$ cat src/rtl/sdram_pkg.sv
// Shared SDRAM command encodings, FSM state type and defaults for the
// init/refresh sequencer.
package sdram_pkg;

    localparam logic [3:0]  CMD_NOP          = 4'b0111;
    localparam logic [3:0]  CMD_PRECHARGE    = 4'b0010;
    localparam logic [3:0]  CMD_AUTO_REFRESH = 4'b0001;
    localparam logic [3:0]  CMD_LOAD_MODE    = 4'b0000;

    localparam logic [11:0] MODE_REG_DEFAULT = 12'h010;
    localparam logic [11:0] ADDR_ALL_BANKS   = 12'h400;

    typedef enum logic [3:0] {
        PWRUP,
        I_PRE,
        I_PRE_W,
        I_REF1,
        I_REF1_W,
        I_REF2,
        I_REF2_W,
        I_LMR,
        I_LMR_W,
        IDLE,
        R_HOLD,
        R_PRE,
        R_PRE_W,
        R_REF,
        R_REF_W
    } state_e;

    function automatic int max_int(input int a, input int b);
        return (a > b) ? a : b;
    endfunction

endpackage

$ cat src/rtl/sdram_init_refresh_ref_timer.sv
// Free-running refresh interval counter; emits a one-cycle wrap pulse every
// REF_INTERVAL enabled cycles.
module ref_timer #(
    parameter int REF_INTERVAL = 750
) (
    input  logic HCLK,
    input  logic HRESETn,
    input  logic enable,
    output logic wrap
);

    localparam int CW = $clog2(REF_INTERVAL + 1);
    localparam logic [CW-1:0] LAST = CW'(REF_INTERVAL - 1);

    logic [CW-1:0] cnt_d, cnt_q;

    always_comb begin
        cnt_d = cnt_q;
        wrap  = 1'b0;
        if (enable) begin
            if (cnt_q == LAST) begin
                cnt_d = '0;
                wrap  = 1'b1;
            end else begin
                cnt_d = cnt_q + 1'b1;
            end
        end
    end

    always_ff @(posedge HCLK or negedge HRESETn) begin
        if (!HRESETn) cnt_q <= '0;
        else          cnt_q <= cnt_d;
    end

endmodule

$ cat src/rtl/sdram_init_refresh.sv
// SDRAM power-up initialisation and periodic auto-refresh sequencer; owns the
// command bus during init and refresh, otherwise yields it to the controller.
module sdram_init_refresh
    import sdram_pkg::*;
#(
    parameter int          PWRUP_CYC    = 5000,
    parameter int          REF_INTERVAL = 750,
    parameter int          TRP_CYC      = 1,
    parameter int          TRFC_CYC     = 3,
    parameter int          TMRD_CYC     = 2,
    parameter logic [11:0] MODE_REG     = MODE_REG_DEFAULT
) (
    input  logic        HCLK,
    input  logic        HRESETn,
    input  logic        txn_active,
    output logic        cmd_own,
    output logic [3:0]  cmd,
    output logic [11:0] addr,
    output logic [1:0]  ba,
    output logic        cke,
    output logic        init_done,
    output logic        hold,
    output logic        ref_missed
);

    localparam int WAIT_MAX = max_int(PWRUP_CYC, max_int(TRP_CYC, max_int(TRFC_CYC, TMRD_CYC)));
    localparam int WW = $clog2(WAIT_MAX + 1);
    localparam logic [WW-1:0] PWRUP_LAST = WW'(PWRUP_CYC);
    localparam logic [WW-1:0] TRP_LOAD   = WW'(TRP_CYC - 1);
    localparam logic [WW-1:0] TRFC_LOAD  = WW'(TRFC_CYC - 1);
    localparam logic [WW-1:0] TMRD_LOAD  = WW'(TMRD_CYC - 1);

    state_e        state_d, state_q;
    logic [WW-1:0] wait_d, wait_q;
    logic [3:0]    cmd_d, cmd_q;
    logic [11:0]   addr_d, addr_q;
    logic          cmd_own_d, cmd_own_q;
    logic          init_done_d, init_done_q;
    logic          hold_d, hold_q;
    logic          ref_pending_d, ref_pending_q;
    logic          ref_missed_d, ref_missed_q;
    logic          wait_done;
    logic          ref_wrap;

    ref_timer #(.REF_INTERVAL(REF_INTERVAL)) u_ref_timer (
        .HCLK    (HCLK),
        .HRESETn (HRESETn),
        .enable  (init_done_q),
        .wrap    (ref_wrap)
    );

    assign wait_done = (wait_q == '0);

    always_comb begin
        state_d = state_q;
        wait_d  = wait_q;
        case (state_q)
            // Power-up counts up from the reset value; the _W states count down.
            PWRUP: begin
                if (wait_q == PWRUP_LAST) begin
                    state_d = I_PRE;
                    wait_d  = '0;
                end else begin
                    wait_d = wait_q + 1'b1;
                end
            end
            I_PRE:    begin state_d = I_PRE_W;  wait_d = TRP_LOAD;  end
            I_PRE_W:  if (wait_done) state_d = I_REF1; else wait_d = wait_q - 1'b1;
            I_REF1:   begin state_d = I_REF1_W; wait_d = TRFC_LOAD; end
            I_REF1_W: if (wait_done) state_d = I_REF2; else wait_d = wait_q - 1'b1;
            I_REF2:   begin state_d = I_REF2_W; wait_d = TRFC_LOAD; end
            I_REF2_W: if (wait_done) state_d = I_LMR;  else wait_d = wait_q - 1'b1;
            I_LMR:    begin state_d = I_LMR_W;  wait_d = TMRD_LOAD; end
            I_LMR_W:  if (wait_done) state_d = IDLE;   else wait_d = wait_q - 1'b1;
            IDLE:     if (ref_pending_q) state_d = R_HOLD;
            R_HOLD:   if (!txn_active) state_d = R_PRE;
            R_PRE:    begin state_d = R_PRE_W;  wait_d = TRP_LOAD;  end
            R_PRE_W:  if (wait_done) state_d = R_REF;  else wait_d = wait_q - 1'b1;
            R_REF:    begin state_d = R_REF_W;  wait_d = TRFC_LOAD; end
            // A request that arrived during R_REF is served back-to-back; hold has
            // stayed high throughout, so no controller transaction can be in flight.
            R_REF_W: begin
                if (wait_done) state_d = ref_pending_q ? R_PRE : IDLE;
                else           wait_d  = wait_q - 1'b1;
            end
            default:  state_d = PWRUP;
        endcase

        cmd_d     = CMD_NOP;
        addr_d    = '0;
        cmd_own_d = 1'b1;
        case (state_d)
            I_PRE, R_PRE:         begin cmd_d = CMD_PRECHARGE; addr_d = ADDR_ALL_BANKS; end
            I_REF1, I_REF2, R_REF: cmd_d = CMD_AUTO_REFRESH;
            I_LMR:                begin cmd_d = CMD_LOAD_MODE; addr_d = MODE_REG; end
            IDLE, R_HOLD:          cmd_own_d = 1'b0;
            default:               ;
        endcase

        init_done_d   = init_done_q | ((state_q == I_LMR_W) && (state_d == IDLE));
        ref_pending_d = ref_wrap ? 1'b1 : ((state_q == R_REF) ? 1'b0 : ref_pending_q);
        ref_missed_d  = ref_missed_q | (ref_wrap && ref_pending_q && (state_q != R_REF));
        hold_d        = !init_done_d || ref_pending_d;
    end

    always_ff @(posedge HCLK or negedge HRESETn) begin
        if (!HRESETn) begin
            state_q       <= PWRUP;
            wait_q        <= '0;
            cmd_q         <= CMD_NOP;
            addr_q        <= '0;
            cke           <= 1'b0;
            cmd_own_q     <= 1'b1;
            init_done_q   <= 1'b0;
            hold_q        <= 1'b1;
            ref_pending_q <= 1'b0;
            ref_missed_q  <= 1'b0;
        end else begin
            state_q       <= state_d;
            wait_q        <= wait_d;
            cmd_q         <= cmd_d;
            addr_q        <= addr_d;
            cke           <= 1'b1;
            cmd_own_q     <= cmd_own_d;
            init_done_q   <= init_done_d;
            hold_q        <= hold_d;
            ref_pending_q <= ref_pending_d;
            ref_missed_q  <= ref_missed_d;
        end
    end

    assign cmd        = cmd_q;
    assign addr       = addr_q;
    assign ba         = 2'b00;
    assign cmd_own    = cmd_own_q;
    assign init_done  = init_done_q;
    assign ref_missed = ref_missed_q;
    // Raise hold in the wrap cycle itself so no transaction starts as a refresh falls due.
    assign hold       = hold_q | ref_wrap;

endmodule

$ cat config.mk
export PLATFORM = sky130hd
export DESIGN_NAME = sdram_init_refresh
export DESIGN_NICKNAME = d
export VERILOG_FILES = /design/src/rtl/sdram_pkg.sv /design/src/rtl/sdram_init_refresh_ref_timer.sv /design/src/rtl/sdram_init_refresh.sv
export SDC_FILE = /design/constraint.sdc
export NUM_CORES = 1
export LEC_CHECK = 0
export CAP_MARGIN = 20
export CORE_MARGIN = 5
export CORE_UTILIZATION = 35
export DETAILED_ROUTE_END_ITERATION = 6
export PLACE_DENSITY = 0.54
export SYNTH_ARGS = -nofsm -noshare
export SYNTH_HDL_FRONTEND = slang
export SYNTH_HIERARCHICAL = 1
export SYNTH_SLANG_ARGS = --single-unit
export TNS_END_PERCENT = 100
$ cat constraint.sdc
create_clock -name HCLK -period 2.5 [get_ports HCLK]
set_input_delay 0.5 -clock HCLK [delete_from_list [all_inputs] [get_ports HCLK]]
set_output_delay 0.5 -clock HCLK [all_outputs]
set_load 0.01 [all_outputs]
# Word-level counts from Yosys, hierarchy flattened
# Cells that the tools add are included.
[op_classes]
n_reduce_logical = 15
add_sub_neg = 3
n_eq_ne = 26
bitwise_logic = 3
mux = 22
[op_table]
columns = ["operator", "count"]
rows = [
  ["13-bit case mux with 5 select lines", 1],
  ["4-bit case mux with 15 select lines", 1],
  ["4-bit == test (second input constant)", 11],
  ["4-bit 2-to-1 mux", 9],
  ["13-bit 2-to-1 mux", 2],
  ["4-bit by 3-bit == test with 1-bit output (second input constant)", 6],
  ["11-bit case mux with 2 select lines", 1],
  ["13-bit by 1-bit adder with 13-bit output (second input constant)", 1],
  ["13-bit == test (second input constant)", 1],
  ["13-bit logical NOT", 1],
  ["13-bit by 1-bit subtractor with 13-bit output (second input constant)", 1],
  ["4-bit by 2-bit == test with 1-bit output (second input constant)", 3],
  ["10-bit by 1-bit adder with 10-bit output (second input constant)", 1],
  ["10-bit == test (second input constant)", 1],
  ["10-bit 2-to-1 mux", 1],
  ["3-bit case mux with 3 select lines", 1],
  ["4-bit by 1-bit == test with 1-bit output (second input constant)", 2],
  ["2-bit OR reduction", 3],
  ["3-bit OR reduction", 2],
  ["6-bit OR reduction", 1],
  ["1-bit 2-to-1 mux", 5],
  ["5-bit nonzero test", 1],
  ["4-bit logical NOT", 1],
  ["4-bit != test (second input constant)", 1],
  ["other kinds (7)", 11],
]
[word_totals]
in_bits = 3
output_inout_bits = 23
register_bits = 49
word_cells = 80

# Depth between registers and ports, before layout
[logic_depth]
word_depth = 8
mapped_depth = 9
depth_no_buf = 7

# Cells and area by module
# The synthesis kept the hierarchy.
[modules_own_cells]
columns = ["mod", "n_inst", "cells_per_inst", "seq_area_each_um2", "area_each_um2"]
rows = [
  ["sdram_init_refresh", 1, 242, 706.9, 2112.0],
  ["ref_timer", 1, 57, 250.2, 554.3],
]

# Worst setup path before layout
# OpenSTA, ideal clock, no wires.
[synth_timing]
path_kind = "register -> register"
from = "reg wait_q[4]"
to = "reg wait_q[12]"
path_buffers = 3
setup_slack_ns = 0.603
arrival_ns = 1.763
required_ns = 2.366
setup_ns = 0.134
path_stages_with_launch = 9
period_less_slack_ns = 1.897
path_cell_list = "dfrtp_1 > buf_6 > nor4_4 > and3_1 > buf_4 > nor2_2 > buf_6 > a221oi_1 > mux2i_1"
[synth_between]
elab_chain_cells = 3
word_cells_on_any_way = 9
classes_between = "add/sub (2); eq/ne (2); mux (3); reduce/logical (2)"
[synth_rtl]
columns = ["item", "line", "text"]
rows = [
  ["start, declared", "sdram_init_refresh.sv:34", "logic [WW-1:0] wait_d, wait_q;"],
  ["start signal, assigned", "sdram_init_refresh.sv:120", "wait_q <= wait_d;"],
  ["13-bit by 1-bit subtractor with 13-bit output, or another cell as far along", "--", ""],
  ["13-bit 2-to-1 mux, or another cell as far along", "--", ""],
  ["13-bit case mux with 5 select lines or 2-bit AND reduction (tied branches)", "--", ""],
]
# Parallel ways exist; a longest one is shown, timed or not. The select of a mux whose other input is x is not followed.
# A chain may end at the register's enable or synchronous reset.

# Final worst setup path
[layout_timing]
from = "reg u_ref_timer.cnt_q[1]"
to = "out hold"
[layout_between]
elab_chain_cells = 4
[layout_rtl]
columns = ["item", "line", "text"]
rows = [
  ["start, declared", "sdram_init_refresh_ref_timer.sv:15", "logic [CW-1:0] cnt_d, cnt_q;"],
  ["start signal, assigned", "sdram_init_refresh_ref_timer.sv:32", "else cnt_q <= cnt_d;"],
  ["10-bit == test", "sdram_init_refresh_ref_timer.sv:21", "if (cnt_q == LAST) begin"],
  ["1-bit 2-to-1 mux", "sdram_init_refresh_ref_timer.sv:21", ""],
  ["1-bit 2-to-1 mux", "sdram_init_refresh_ref_timer.sv:20", "if (enable) begin"],
  ["net ref_wrap", "sdram_init_refresh.sv:43", "logic ref_wrap;"],
  ["1-bit OR", "sdram_init_refresh.sv:139", "assign hold = hold_q | ref_wrap;"],
  ["end, declared", "sdram_init_refresh.sv:22", "output logic hold,"],
]
# The timed path passes the listed nets, and every way through them passes these cells.

==> flow_summary.json <==
{
  "status": "finished, final reports clean",
  "slowest_delay_ps": 420,
  "clock-sinks": 38,
  "path_buf_inv": 2,
  "clock-root-buffer": "clkbuf_8",
  "drt_iter0_drc": 131,
  "max_slew_margin_pct": 42.5,
  "final_cells": 413,
  "synthArstFlopShare_pct": 100,
  "cp_cell_sequence": "inv_1 -> ha_1 -> nand4bb_1 -> nor3_2 -> or2_2 -> dlymetal6s2s_1",
  "fmax_mhz": 463,
  "post-route-drc-count": 0,
  "cp.required_ps": 2000,
  "leakage_nw": 1.21,
  "grt_max_degree": 39,
  "worst_pin_slew_ps": 862,
  "arrival_ps": 1660,
  "cts.clk_slew.worst_paths_ps": 80,
  "die_h_um": 97.3,
  "drtAntennaViolNets": 0,
  "synth_area_leader_cell": "dfrtp_1",
  "dpl.cell_count": 403,
  "post-dp-hpwl_um": 4530,
  "pin_count": 26,
  "initial_core_util_pct": 36.4,
  "irDropWorstVdd_mv": 0.265,
  "synth_cell_types": 64,
  "end_kind": "output pin",
  "io_buffers": 12,
  "final.min_clock_period_ps": 2160,
  "area_delta_synth_final_pct": 10.9,
  "die_w_um": 97.3,
  "synthTopCellsByArea": "dfrtp_1, dfstp_2, buf_4, o21ai_0, nand2_1",
  "clockBufferDepth": 2,
  "yosysTopAreaCellShare_pct": 31.0,
  "grt_usage_pct": 13.5,
  "syn_area_mm2": 0.00267,
  "cts_tree": "done",
  "fp-row-count": 31,
  "post-route-period-util_pct": 86.4,
  "yosys-top-cells-count": "dfrtp_1, nand2_1, o21ai_0, buf_4, nor2_1",
  "crit_family": "simple AND/OR/NAND/NOR gates",
  "synth_most_common_cell": "dfrtp_1",
  "slew_viol_final": 0,
  "rsz0062_at_grt": "no",
  "yosysWarnings": 6,
  "overflow": 0,
  "core_area_mm2": 0.00733,
  "drv_cap": 0,
  "antenna_found_initial": 0,
  "nFillCells": 725,
  "ys_ff_latch": 38,
  "setup_viol": 0,
  "clk_latency_ps": 290,
  "finalNetCount": 321,
  "cpMaxStageDelayCell": "dfrtp_1",
  "n_antenna_cell": 0,
  "critPathLaunchType": "flip-flop",
  "critPathMaxFanout": 5,
  "syn_area_per_cell_um2": 8.92,
  "fp.dieArea_mm2": 0.00946,
  "synth_cells": 299,
  "num_vias": 2318,
  "ys_seq_area_share_pct": 35.9,
  "total_power_w": 0.00110,
  "hp-class": "in -> async",
  "drive_gt1_share_pct": 15.0,
  "cts_buffers": 5,
  "finalHoldViolCount": 0,
  "setup_tns_ps": 0,
  "h-tree-depth": 2,
  "routed_via_density": 5.61,
  "fin_worst_skew_ps": 9.32,
  "first_global_vias": 2119,
  "synth_flop_cell": "dfrtp_1",
  "wl_per_cell_um": 15.7,
  "synth_edf_count": 0,
  "drtPass1Iterations": 4,
  "path_class": "reg -> out",
  "p_per_area_mw_per_mm2": 373,
  "finalWirelength_um": 6470,
  "gp_congestion": 0.814,
  "grt_pass1_wl_um": 10700
}
==> metal layers <==
metal / vias to the layer above / share of wire, % / GRT usage (%)
li1: 1137 / - / -
met1: 1099 / 48 / 19.0
met2: 74 / 45 / 20.3
met3: 8 / 5.4 / 2.37
met4: 0 / 1.7 / 5.54
met5: - / 0 / 0
==> layout by cell type (no fill, tap or decap), types with 12 or more instances in the layout <==
cell type / instances
a21oi_1: 12
nor3_1: 13
buf_4: 15
nand2_1: 19
nor2_1: 14
o21ai_0: 16
dfrtp_1: 33
nand3_1: 13
conb_1: 14
==> worst reg2reg max path, stage by stage, from the launching register on <==
cell and delay [ps]:
dfrtp_1 450, inv_1 140, ha_1 180, nor4b_2 390, o2111ai_1 210, and4_1 390
a21oi_1 200, a21oi_1 50
==> repair_timing <==
item                       CTS  global route
buffers inserted             0             2
setup endpoints to repair    0             1
gates resized for setup      0             1
hold buffers                 0             0
==> logic make-up after synthesis <==
kind of cell	share of synthesized area, %
other cells	0.282
fa+ha+maj	2.72
buf+inv	8.92
simple gates	28.7
mux	2.67
xor+xnor	1.97
flops	35.9
compound gates	18.9
==> registers in the layout, indices dropped and copies added (netlist names), 2 cells and up <==
signal             flops
wait_q                13
u_ref_timer/cnt_q     10
state_q                4
cmd                    3
addr                   2
==> worst paths after layout <==
check | start | endpoint | slack (ps) | cells after the start
worst max-delay path | u_ref_timer/cnt_q[1] | hold | 340 | 6
worst min-delay path | HRESETn | u_ref_timer/cnt_q[2] | 310 | 1
worst max register to register | wait_q[0] | wait_q[7] | 360 | 7
worst min register to register | ref_missed | ref_missed | 460 | 1
max in group asynchronous | HRESETn | state_q[2] | 1640 | 1
min in group HCLK | ref_missed | ref_missed | 460 | 1
==> report_power, final <==
group / switching, W / internal (W)
Sequential: 0.000000202 / 0.000615
Combinational: 0.0000220 / 0.00000330
Clock: 0.000240 / 0.000222
Total: 0.000263 / 0.000841
==> stage by stage <==
stage                     area (µm²)  hold slack (ps)  util [%]  worst slack [ps]
after global routing            2960              391      40.3               117
final                           2960              311      40.3               340
after global placement          2840              444      38.8               358
after detailed placement        2840              453      38.8               353
after floorplan                 2710              204         -               603
after CTS                       2940              357      40.1              23.4
==> final cells by class <==
class                           instances  area, µm²  share of cell area (%)
Clock inverter                          2       12.5                   0.423
Inverter                                9       33.8                    1.14
Timing Repair Buffer                   27        230                    7.79
Tap cell                               99        124                    4.19
Multi-Input combinational cell        232       1520                    51.3
Sequential cell                        38        957                    32.4
Clock buffer                            6       82.6                    2.79
Note: power is estimated with default switching activity, not from simulation.
==> edit: new RTL, config.mk and constraints unchanged <==
One comparison of `cnt_q` changes from == to >=.
--- a/src/rtl/sdram_init_refresh_ref_timer.sv
+++ b/src/rtl/sdram_init_refresh_ref_timer.sv
@@ -18,7 +18,7 @@
         cnt_d = cnt_q;
         wrap  = 1'b0;
         if (enable) begin
-            if (cnt_q == LAST) begin
+            if (cnt_q >= LAST) begin
                 cnt_d = '0;
                 wrap  = 1'b1;
             end else begin
Check against the original RTL: no difference found for any inputs over 10 cycles, from zero or initial values and one cycle with HRESETn low; that may be too few to reach the edited logic, so the function may still have changed.
==> edit against the unedited design <==
- synthesized area rose by 0.42%
- power is 16% higher
- setup slack got worse by 0.23 ns
- routed wire length rose by 3.4%
- sequential cell count unchanged
- critical path type unchanged
- highest routed layer unchanged
- clock skew is 0.0036 ns higher
- final area is 2.7% higher
==> edit: results (changes against the unedited design) <==
stage	metric	value	unit	change
yosys	synthDistinctLibCells	62		-3.1%
cells_and_area	multiInputCombCellCount	228		-1.7%
cells_and_area	fill_cells	745		+2.8%
yosys	synth_top_area_frac	0.3084		-0.001303
routing	routed_wl	6.694	mm	+3.4%
worst_setup_path	path_max_fanout	2		-3
place	dp_cells	402		-0.25%
yosys	ys_seq_area_frac	0.3575		-0.001510
worst_setup_path	r2r_slack	0.30	ns	-0.06 ns
timing	tightest_slew	0.8786	ns	+0.01676 ns
cells_and_area	buffers	29		+7.4%
clock_tree	cts_setup_buffers	0		unchanged
pwr	power.leakage	1.292	nW	+6.8%
yosys	synthMuxAreaShare	0.02617		-0.0005798
yosys	avgSynthCellArea	9.107	sq um	+2.1%
yosys	synth.top_cells.by_area	dfrtp_1 (31%), dfstp_2 (4.9%), buf_4 (3.9%), ha_1 (2.8%), nand4_1 (2.8%)		
cells_and_area	seq_cell_count	38		unchanged
global_routing	grt_util_all_layers	0.1458		+0.01113
place	preCtsSetupSlack	0.03030	ns	-0.3224 ns
timing	fin_worst_skew	0.01293	ns	+0.003615 ns
clock_tree	clock_latency	0.30	ns	
die	die_area	9499	sq um	+0.38%
worst_setup_path	reg2reg_from	state_q[2]$_DFF_PN0_		
yosys	synth_compound_area_frac	0.1818		-0.006868
yosys	synthTopCellsByCount	dfrtp_1 (33), nor2_1 (20), nand2_1 (17)		
cells_and_area	clock_cell_area_share	0.04534		+0.01318
cells_and_area	buf_share	0.07832		+0.0004512
worst_setup_path	arrival	1.89	ns	+0.23 ns
cells_and_area	instances_no_fill	410		-0.73%
place	gp_congestion	0.8190		+0.68%
cells_and_area	seq_area_frac	0.3153		-0.008407
timing	tns	0	ns	unchanged
hold_path	hold_path_class	in2async		
cells_and_area	inverters	8		-1
yosys	synth_xor_area_frac	0.03271		+0.01300
global_routing	grt_pass1_wl	11.53	mm	+8.1%
routing	drt_iter0_drc	157		+20%
timing	fmax	418.0	MHz	-9.7%
pwr	irDropWorstVdd	0.2528	mV	-4.7%
cells_and_area	drive_gt1_frac	0.1704		+0.02074
outcome	status	completed		
worst_setup_path	worstReg2RegEnd	wait_q[6]$_DFFE_PN0P_		
worst_setup_path	cpPeakStageDelay	0.35	ns	-0.07 ns
routing	first_pass_iters	4		unchanged
routing	vias_per_cell	5.610		about the same
global_routing	first_global_vias	2287		+7.9%
cells_and_area	num-nets-final	319		-0.62%
pwr	powerDensity	421.7	nW/um^2	+13%
cells_and_area	top_regs	wait_q x13, u_ref_timer/cnt_q x10, state_q x4		
yosys	synthArstFlopShare	1.000		unchanged
place	dp_hpwl	4.588	mm	+1.3%
yosys	synthAdderAreaFrac	0.03178		+0.004558
worst_setup_path	ff2ff_path_depth	5		-2
place	placed_area	2879	sq um	+1.2%
worst_setup_path	critPathLaunch	u_ref_timer/cnt_q[1]$_DFFE_PN0P_		
timing	whs	0.3150	ns	+0.004276 ns
cells_and_area	n_antenna_cell	0		unchanged
clock_tree	ctsResizeCount	7		+7
cells_and_area	multiInputGateArea	1549	sq um	+2.1%
global_routing	antenna_found_initial	0		unchanged
## edit: cell types whose count changed in the layout (fill, tap and decap cells not counted), moves of 3 or more
cell | before | now
nand3_1 | 13 | 9
o21ai_0 | 16 | 11
nor2_1 | 14 | 20
and3_1 | 5 | 8
xor2_1 | 3 | 6
## edit: power by group
part / internal [mW] / switching, mW / leakage [nW] / total [mW]
sequential: 0.615 / 0.000185 / 0.486 / 0.616
clock: 0.400 / 0.239 / 0.0683 / 0.639
combinational: 0.00329 / 0.0222 / 0.738 / 0.0254
## edit: layer usage
metal / GRT usage / vias up / wire (microns)
li1: - / 1107 / -
met2: 0.2335 / 63 / 3200
met3: 0.03015 / 7 / 328
met4: 0.05218 / 0 / 102
met1: 0.1940 / 1123 / 3063
met5: 0 / - / 0
